File: config.mk
export PLATFORM = sky130hd
export DESIGN_NAME = wb_ram_arbiter
export DESIGN_NICKNAME = d
export VERILOG_FILES = /design/src/rtl/wb_ram_arbiter.sv
export SDC_FILE = /design/constraint.sdc
export NUM_CORES = 1
export LEC_CHECK = 0
export ABC_AREA = 0
export CORE_AREA = 2 2 124 126
export CTS_CLUSTER_DIAMETER = 120
export DETAILED_ROUTE_END_ITERATION = 10
export DIE_AREA = 0 0 126 128
export PLACE_DENSITY = 0.56
export SLEW_MARGIN = 20
export SYNTH_ARGS = -nofsm -noshare
export SYNTH_HDL_FRONTEND = slang
export SYNTH_SLANG_ARGS = --single-unit
File: constraint.sdc
create_clock -name clk_bus -period 1.85 [get_ports clk_bus]
set_input_delay 0.185 -clock clk_bus [delete_from_list [all_inputs] [get_ports clk_bus]]
set_output_delay 0.185 -clock clk_bus [all_outputs]
set_load 0.02 [all_outputs]
File: src/rtl/wb_ram_arbiter.sv
// Two-master Wishbone classic arbiter in front of the shared SRAM slave.
// Round-robin per bus cycle, with a watchdog that aborts hung slave accesses.
module wb_ram_arbiter #(
  parameter int unsigned ADDR_W  = 32,
  parameter int unsigned TIMEOUT = 64
) (
  input  logic              clk_bus,
  input  logic              rst_bus,

  input  logic              m0_cyc_i,
  input  logic              m0_stb_i,
  input  logic              m0_we_i,
  input  logic [ADDR_W-1:0] m0_adr_i,
  input  logic [3:0]        m0_sel_i,
  input  logic [31:0]       m0_dat_i,
  output logic [31:0]       m0_dat_o,
  output logic              m0_ack_o,
  output logic              m0_err_o,
  output logic              m0_rty_o,

  input  logic              m1_cyc_i,
  input  logic              m1_stb_i,
  input  logic              m1_we_i,
  input  logic [ADDR_W-1:0] m1_adr_i,
  input  logic [3:0]        m1_sel_i,
  input  logic [31:0]       m1_dat_i,
  output logic [31:0]       m1_dat_o,
  output logic              m1_ack_o,
  output logic              m1_err_o,
  output logic              m1_rty_o,

  output logic              s_cyc_o,
  output logic              s_stb_o,
  output logic              s_we_o,
  output logic [ADDR_W-1:0] s_adr_o,
  output logic [3:0]        s_sel_o,
  output logic [31:0]       s_dat_o,
  input  logic [31:0]       s_dat_i,
  input  logic              s_ack_i,
  input  logic              s_err_i,
  input  logic              s_rty_i
);

  localparam int unsigned       WDOG_W    = (TIMEOUT > 0) ? $clog2(TIMEOUT + 1) : 1;
  localparam logic [WDOG_W-1:0] WDOG_MAX  = WDOG_W'(TIMEOUT);
  localparam logic [WDOG_W-1:0] WDOG_LAST = WDOG_W'(TIMEOUT - 1);

  typedef enum logic [1:0] {
    IDLE,
    BUSY,
    ABORT
  } state_t;

  state_t            state_q, state_d;
  logic              owner_q, owner_d;
  logic              last_q, last_d;
  logic [WDOG_W-1:0] wdog_q, wdog_d;
  logic              err_pulse_q, err_pulse_d;

  logic              own_cyc, own_stb, own_we;
  logic [ADDR_W-1:0] own_adr;
  logic [3:0]        own_sel;
  logic [31:0]       own_dat;
  logic              grant;
  logic              term;
  logic              busy;
  logic              abort_err;

  always_comb begin
    if (owner_q) begin
      own_cyc = m1_cyc_i;
      own_stb = m1_stb_i;
      own_we  = m1_we_i;
      own_adr = m1_adr_i;
      own_sel = m1_sel_i;
      own_dat = m1_dat_i;
    end else begin
      own_cyc = m0_cyc_i;
      own_stb = m0_stb_i;
      own_we  = m0_we_i;
      own_adr = m0_adr_i;
      own_sel = m0_sel_i;
      own_dat = m0_dat_i;
    end
  end

  // On a tie the master that did not win last time gets the slave.
  assign grant     = (m0_cyc_i && m1_cyc_i) ? ~last_q : m1_cyc_i;
  assign term      = s_ack_i | s_err_i | s_rty_i;
  assign busy      = (state_q == BUSY) && !rst_bus;
  assign abort_err = (state_q == ABORT) && err_pulse_q && !rst_bus;

  always_comb begin
    s_cyc_o = 1'b0;
    s_stb_o = 1'b0;
    s_we_o  = 1'b0;
    s_adr_o = m0_adr_i;
    s_sel_o = m0_sel_i;
    s_dat_o = m0_dat_i;
    if (state_q != IDLE) begin
      s_adr_o = own_adr;
      s_sel_o = own_sel;
      s_dat_o = own_dat;
    end
    if (busy) begin
      s_cyc_o = own_cyc;
      s_stb_o = own_stb;
      s_we_o  = own_we;
    end
  end

  assign m0_dat_o = s_dat_i;
  assign m1_dat_o = s_dat_i;

  assign m0_ack_o = busy && !owner_q && s_ack_i;
  assign m0_rty_o = busy && !owner_q && s_rty_i;
  assign m0_err_o = !owner_q && ((busy && s_err_i) || abort_err);
  assign m1_ack_o = busy && owner_q && s_ack_i;
  assign m1_rty_o = busy && owner_q && s_rty_i;
  assign m1_err_o = owner_q && ((busy && s_err_i) || abort_err);

  always_comb begin
    state_d     = state_q;
    owner_d     = owner_q;
    last_d      = last_q;
    wdog_d      = wdog_q;
    err_pulse_d = 1'b0;
    unique case (state_q)
      IDLE: begin
        if (m0_cyc_i || m1_cyc_i) begin
          owner_d = grant;
          last_d  = grant;
          wdog_d  = '0;
          state_d = BUSY;
        end
      end
      BUSY: begin
        if (!own_cyc) begin
          wdog_d  = '0;
          state_d = IDLE;
        end else if (own_stb && !term) begin
          // A termination in the firing cycle takes the else branch and wins.
          if ((TIMEOUT != 0) && (wdog_q == WDOG_LAST)) begin
            wdog_d      = '0;
            err_pulse_d = 1'b1;
            state_d     = ABORT;
          end else if (wdog_q != WDOG_MAX) begin
            wdog_d = wdog_q + 1'b1;
          end
        end else begin
          wdog_d = '0;
        end
      end
      ABORT: begin
        if (!own_cyc) begin
          state_d = IDLE;
        end
      end
      default: state_d = IDLE;
    endcase
  end

  always_ff @(posedge clk_bus) begin
    if (rst_bus) begin
      state_q     <= IDLE;
      owner_q     <= '0;
      last_q      <= '1;
      wdog_q      <= '0;
      err_pulse_q <= '0;
    end else begin
      state_q     <= state_d;
      owner_q     <= owner_d;
      last_q      <= last_d;
      wdog_q      <= wdog_d;
      err_pulse_q <= err_pulse_d;
    end
  end

endmodule

Yosys cells after proc, flatten, opt, wreduce, memory -nomap -nowiden:

Cells that the tools add are included.

* flip-flop bits (word level): 12
* output and inout bits: 141
* bits of input ports: 179
* logic and storage cells: 73

* eq/ne operators: 9
* multiplexer cells: 26
* add/sub/neg operators: 1
* reductions and logical operators: 26
* bitwise gates (word level): 6

Operators with widths (number)
* $mux 32: 4
* $mux 7: 5
* $logic_and 1x1->1: 14
* $pmux 7 s2: 1
* $mux 2: 5
* $mux 1: 8
* $mux 4: 2
* $add 7x1->7 const B: 1
* $eq 7x6->1 const B: 1
* $ne 7x7->1 const B: 1
* $ne 3x2->1 const B: 2
* $pmux 2 s3: 1
* $ne 5x3->1 const B: 1
* $ne 2x2->1 const B: 2
* $not 1->1: 4
* $reduce_and 4->1: 1
* $reduce_bool 2->1: 2
* $reduce_or 4->1: 1
* $logic_not 1->1: 3
* $reduce_and 3->1: 1
* $eq 2x1->1 const B: 1
* $eq 2x2->1 const B: 1
* $logic_not 2->1: 1
* $logic_or 1x1->1: 2
* 2 further kinds: 3

Logic depth before layout (Yosys ltp):

* word-level depth: 7
* mapped depth: 6
* depth with buffers taken out: 5

Worst setup path after synthesis:

Ideal clock, no wire load.

* path kind: register to output
* start point: reg state_q[1]
* end point: out s_adr_o[11]
* arrival time: 1.498 ns
* required time: 1.665 ns
* path buffers: 3
* stages on the path, launching flop included: 6
* path slack: 0.167 ns
* cells stage by stage: dfxtp_1 > buf_2 > o21ai_1 > buf_2 > buf_2 > mux2_2

* longest elaborated chain between the ends: 2

RTL lines
* from (decl): RTL line 54 `state_t state_q, state_d;`
* from (signal assigned): RTL line 171 `state_q <= state_d;`
* $reduce_bool 2->1: RTL line 100 `if (state_q != IDLE) begin`
* $mux 32: RTL line 100
* to (decl): RTL line 35 `output logic [ADDR_W-1:0] s_adr_o,`

No other way between the ends.

Worst setup path after layout:

* start point: reg state_q[1]
* end point: out s_dat_o[6]

* longest elaborated chain between the ends: 2

RTL lines
* $reduce_bool 2->1: RTL line 100
* $mux 32: RTL line 100
* to (decl): RTL line 37 `output logic [31:0] s_dat_o,`

No other way between the ends.

==> results.yml <==
worst_setup_path:
  worstPathMaxFanout: 16
  critPathMaxStageDelay_ns: 0.35
  timing.critical_path.arrival_ns: 1.66
  critical_path.cell_chain: "o21ai_4 > buf_6 > clkbuf_16 > mux2_2 > buf_4"
  cpMaxStageDelayCell: "sky130_fd_sc_hd__dfxtp_4"
  worst_setup_path_start_kind: "register"
  worstPathRequired_ns: 1.66
  worst-setup-path-type: "reg2out"
  crit_family: "buffers and inverters"
  endpoint_kind: "output pin"
  cp.buffers_inverters: 3
run_status:
  status: "completed"
clocking:
  cts_sinks: 12
  clock_tree.buffer_depth: 2
  clock_tree_from_tritoncts: "built"
  worstSkewPairLatency_ns: 0.24
  cts-hold-fix-buffers: 0
  clockRootBuffer: "sky130_fd_sc_hd__clkbuf_16"
  numCtsBuffers: 3
  clk_pin_slew_worst_paths_ns: 0.05
  ctsHtreeMaxLevel: 1
pwr:
  fin_total_pwr_mw: 1.71
  cellLeakagePower_nw: 1.87
  vdd.ir_drop.worst_mv: 0.349
  power_per_cell_area_nw_per_um2: 388
synthesis:
  synthesis.area_um2: 2070
  synth.net_count: 422
  post_synth_num_cell_types: 39
  synth.avg_cell_area_um2: 8.59
  synthesis.yosys.warnings: 0
  postSynthRegisterBits: 12
  synth_top_cells_by_area: "sky130_fd_sc_hd__mux2_2, sky130_fd_sc_hd__buf_4, sky130_fd_sc_hd__dfxtp_1, sky130_fd_sc_hd__nor2_1, sky130_fd_sc_hd__buf_2"
  dominant_cell_type_by_area_after_synthesis: "sky130_fd_sc_hd__mux2_2"
  syn_inst: 241
  synth_seq_area_share_pct: 11.6
  synthDominantCellAreaShare_pct: 37.0
global_route:
  grt_first_pass_wirelength_um: 17800
  grt_pass1_vias: 2608
  global_route.overflow_total: 0
  overall_track_demand_over_capacity_in_global_routing_pct: 15.1
  antenna_found_initial: 1
  largest_net_degree_at_the_start_of_global_routing: 34
sta:
  layout_setup_ws_ns: 0.00584
  timing.final.hold_violations: 0
  max-slew-margin-rel_pct: 75.1
  timing.final.setup_violations: 0
  grt_setup_unrepaired: "yes"
  min_period_ns: 1.84
  report.final.slew_viol_count: 0
  worstMarginPinSlew_ns: 0.371
  fin_skew_ns: 0.00397
  min_period_over_period_pct: 99.7
  clock.fmax_mhz: 542
drt:
  ant_nets: 0
  detail_route.wirelength_um: 13400
  viasPerCell: 4.11
  routed_wire_length_per_instance_um: 21.9
  first_pass_iters: 4
  num_vias: 2518
  dr.first_iter.drc_count: 87
  remaining_drc_errors: 0
layout:
  synthToLayoutAreaGrowth_pct: 113
  finish.utilization_pct: 29.7
  fin_nets: 607
  antenna_cells_inserted: 0
  drive_gt1_share_pct: 45.6
placed_design:
  dp_hpwl_um: 10900
  gp_congestion: 0.890
  i_o_buffers: 223
  pre_cts_ws_ns: -0.172
run:
  max-cap-violations: 0
die:
  dieWidth_um: 126
  top_level_ports: 320
  core_region_area_um2: 14900
  floorplan.rows: 45
  die_height_um: 128
  fp.dieArea_um2: 16100
  initial_core_util_pct: 13.9
hold_path:
  type_of_the_most_critical_hold_path: "in2out"
-- worst paths after layout --
check,startpoint,to,slack [ns],depth (start not counted)
max,state_q[1]$_SDFFE_PP0P_,s_dat_o[6],0.006,5
min,s_dat_i[29],m0_dat_o[29],0.37,0
max reg2reg,owner_q$_SDFFE_PP0P_,wdog_q[4]$_SDFFE_PP0P_,0.07,7
min reg2reg,last_q$_SDFFE_PP1P_,last_q$_SDFFE_PP1P_,0.50,1
-- cells by family (layout without fill, tap and decap cells) --
family	after synthesis	count (layout)	share of synthesized area (%)
mux	71	71	38.6
buf+inv	81	265	27.5
fa+ha+maj	2	2	1.21
flops	12	12	11.6
simple gates	56	56	14.5
compound gates	19	19	6.53
-- metrics by stage --
| stage | hold slack, ns | cells | setup TNS [ns] | area [um2] |
|---|---|---|---|---|
| floorplan | 0.300 | 241 | 0 | 2070 |
| global placement | 0.370 | 592 | -4.87 | 4170 |
| detailed placement | 0.370 | 592 | -6.64 | 4170 |
| CTS | 0.370 | 611 | -2.81 | 4270 |
| global route | 0.370 | 613 | -0.517 | 4410 |
| finish | 0.370 | 613 | 0 | 4410 |
-- cell usage after synthesis, drive strengths merged --
| cell type | n |
|---|---|
| buf | 74 |
| mux2 | 68 |
| nor2 | 15 |
| dfxtp | 12 |
| nand2 | 11 |
| inv | 6 |
| nand3 | 5 |
| a21oi | 4 |
| nor3 | 4 |
| a31oi | 3 |
| and3 | 3 |
| mux2i | 3 |
| nand2b | 3 |
| nor4 | 3 |
| or2 | 3 |
| a32oi | 2 |
| ha | 2 |
| nand3b | 2 |
| o21ai | 2 |
| o32ai | 2 |
| or3 | 2 |
| a211o | 1 |
| a2bb2oi | 1 |
| a311oi | 1 |
| a41oi | 1 |
| and2 | 1 |
| clkbuf | 1 |
| nand4 | 1 |
| nor2b | 1 |
| nor3b | 1 |
| o2111ai | 1 |
| o21a | 1 |
| or4 | 1 |
-- power by group --
group / switching (mW) / internal [mW] / total, mW
registers: 0.00563 / 0.265 / 0.270
clock network: 0.119 / 0.327 / 0.446
logic: 0.406 / 0.588 / 0.994
total: 0.530 / 1.18 / 1.71
-- layer usage --
layer / global-route usage, % / wire length, um / vias to the layer above
met4: 1.81 / 62 / 2
met3: 5.26 / 1100 / 8
met1: 17.8 / 5470 / 1180
met5: 0 / 13 / -
met2: 27.2 / 6740 / 169
li1: - / - / 1159
-- sequential cells by signal, indices dropped and copies added, names as in the netlist --
name and flops:
owner_q 1, err_pulse_q 1, wdog_q 7, last_q 1, state_q 2
-- layout by cell type, fill, tap and decap left out, types with 2 or more instances in the layout --
master | synthesis | routed
sky130_fd_sc_hd__clkdlybuf4s50_1 | 0 | 146
sky130_fd_sc_hd__mux2_2 | 68 | 49
sky130_fd_sc_hd__buf_2 | 8 | 38
sky130_fd_sc_hd__buf_6 | 2 | 26
sky130_fd_sc_hd__buf_4 | 64 | 22
sky130_fd_sc_hd__mux2_4 | 0 | 19
sky130_fd_sc_hd__nor2_1 | 15 | 14
sky130_fd_sc_hd__nand2_1 | 10 | 10
sky130_fd_sc_hd__dfxtp_1 | 12 | 9
sky130_fd_sc_hd__buf_12 | 0 | 8
sky130_fd_sc_hd__inv_1 | 6 | 6
sky130_fd_sc_hd__clkbuf_16 | 0 | 6
sky130_fd_sc_hd__clkbuf_2 | 0 | 6
sky130_fd_sc_hd__nand3_1 | 5 | 5
sky130_fd_sc_hd__nor3_1 | 4 | 4
sky130_fd_sc_hd__a21oi_1 | 4 | 4
sky130_fd_sc_hd__and3_1 | 3 | 3
sky130_fd_sc_hd__a31oi_1 | 3 | 3
sky130_fd_sc_hd__mux2i_1 | 2 | 2
sky130_fd_sc_hd__or3_1 | 2 | 2
sky130_fd_sc_hd__nor4_1 | 2 | 2
sky130_fd_sc_hd__or2_2 | 3 | 2
sky130_fd_sc_hd__nand3b_1 | 2 | 2
sky130_fd_sc_hd__a32oi_1 | 2 | 2
sky130_fd_sc_hd__nand2b_1 | 3 | 2
sky130_fd_sc_hd__o32ai_1 | 2 | 2
sky130_fd_sc_hd__ha_1 | 2 | 2
sky130_fd_sc_hd__clkdlybuf4s15_2 | 0 | 2
sky130_fd_sc_hd__dfxtp_2 | 0 | 2
-- cell type report --
| cell class | instances | area [um2] |
|---|---|---|
| flip-flops and latches | 12 | 246 |
| fillers | 1581 | 10500 |
| clock buffers | 4 | 88.8 |
| multi-input cells | 148 | 1360 |
| inverters | 6 | 22.5 |
| well taps | 188 | 235 |
| repair buffers | 255 | 2460 |
-- timing repair --
item | in CTS | in global routing
resized for setup | 300 | 79
endpoints found under the setup margin | 74 | 51
pin swaps | 1 | 2
gates cloned | 2 | 4
setup buffers | 13 | 1
Note: power is estimated with default switching activity, not from simulation.
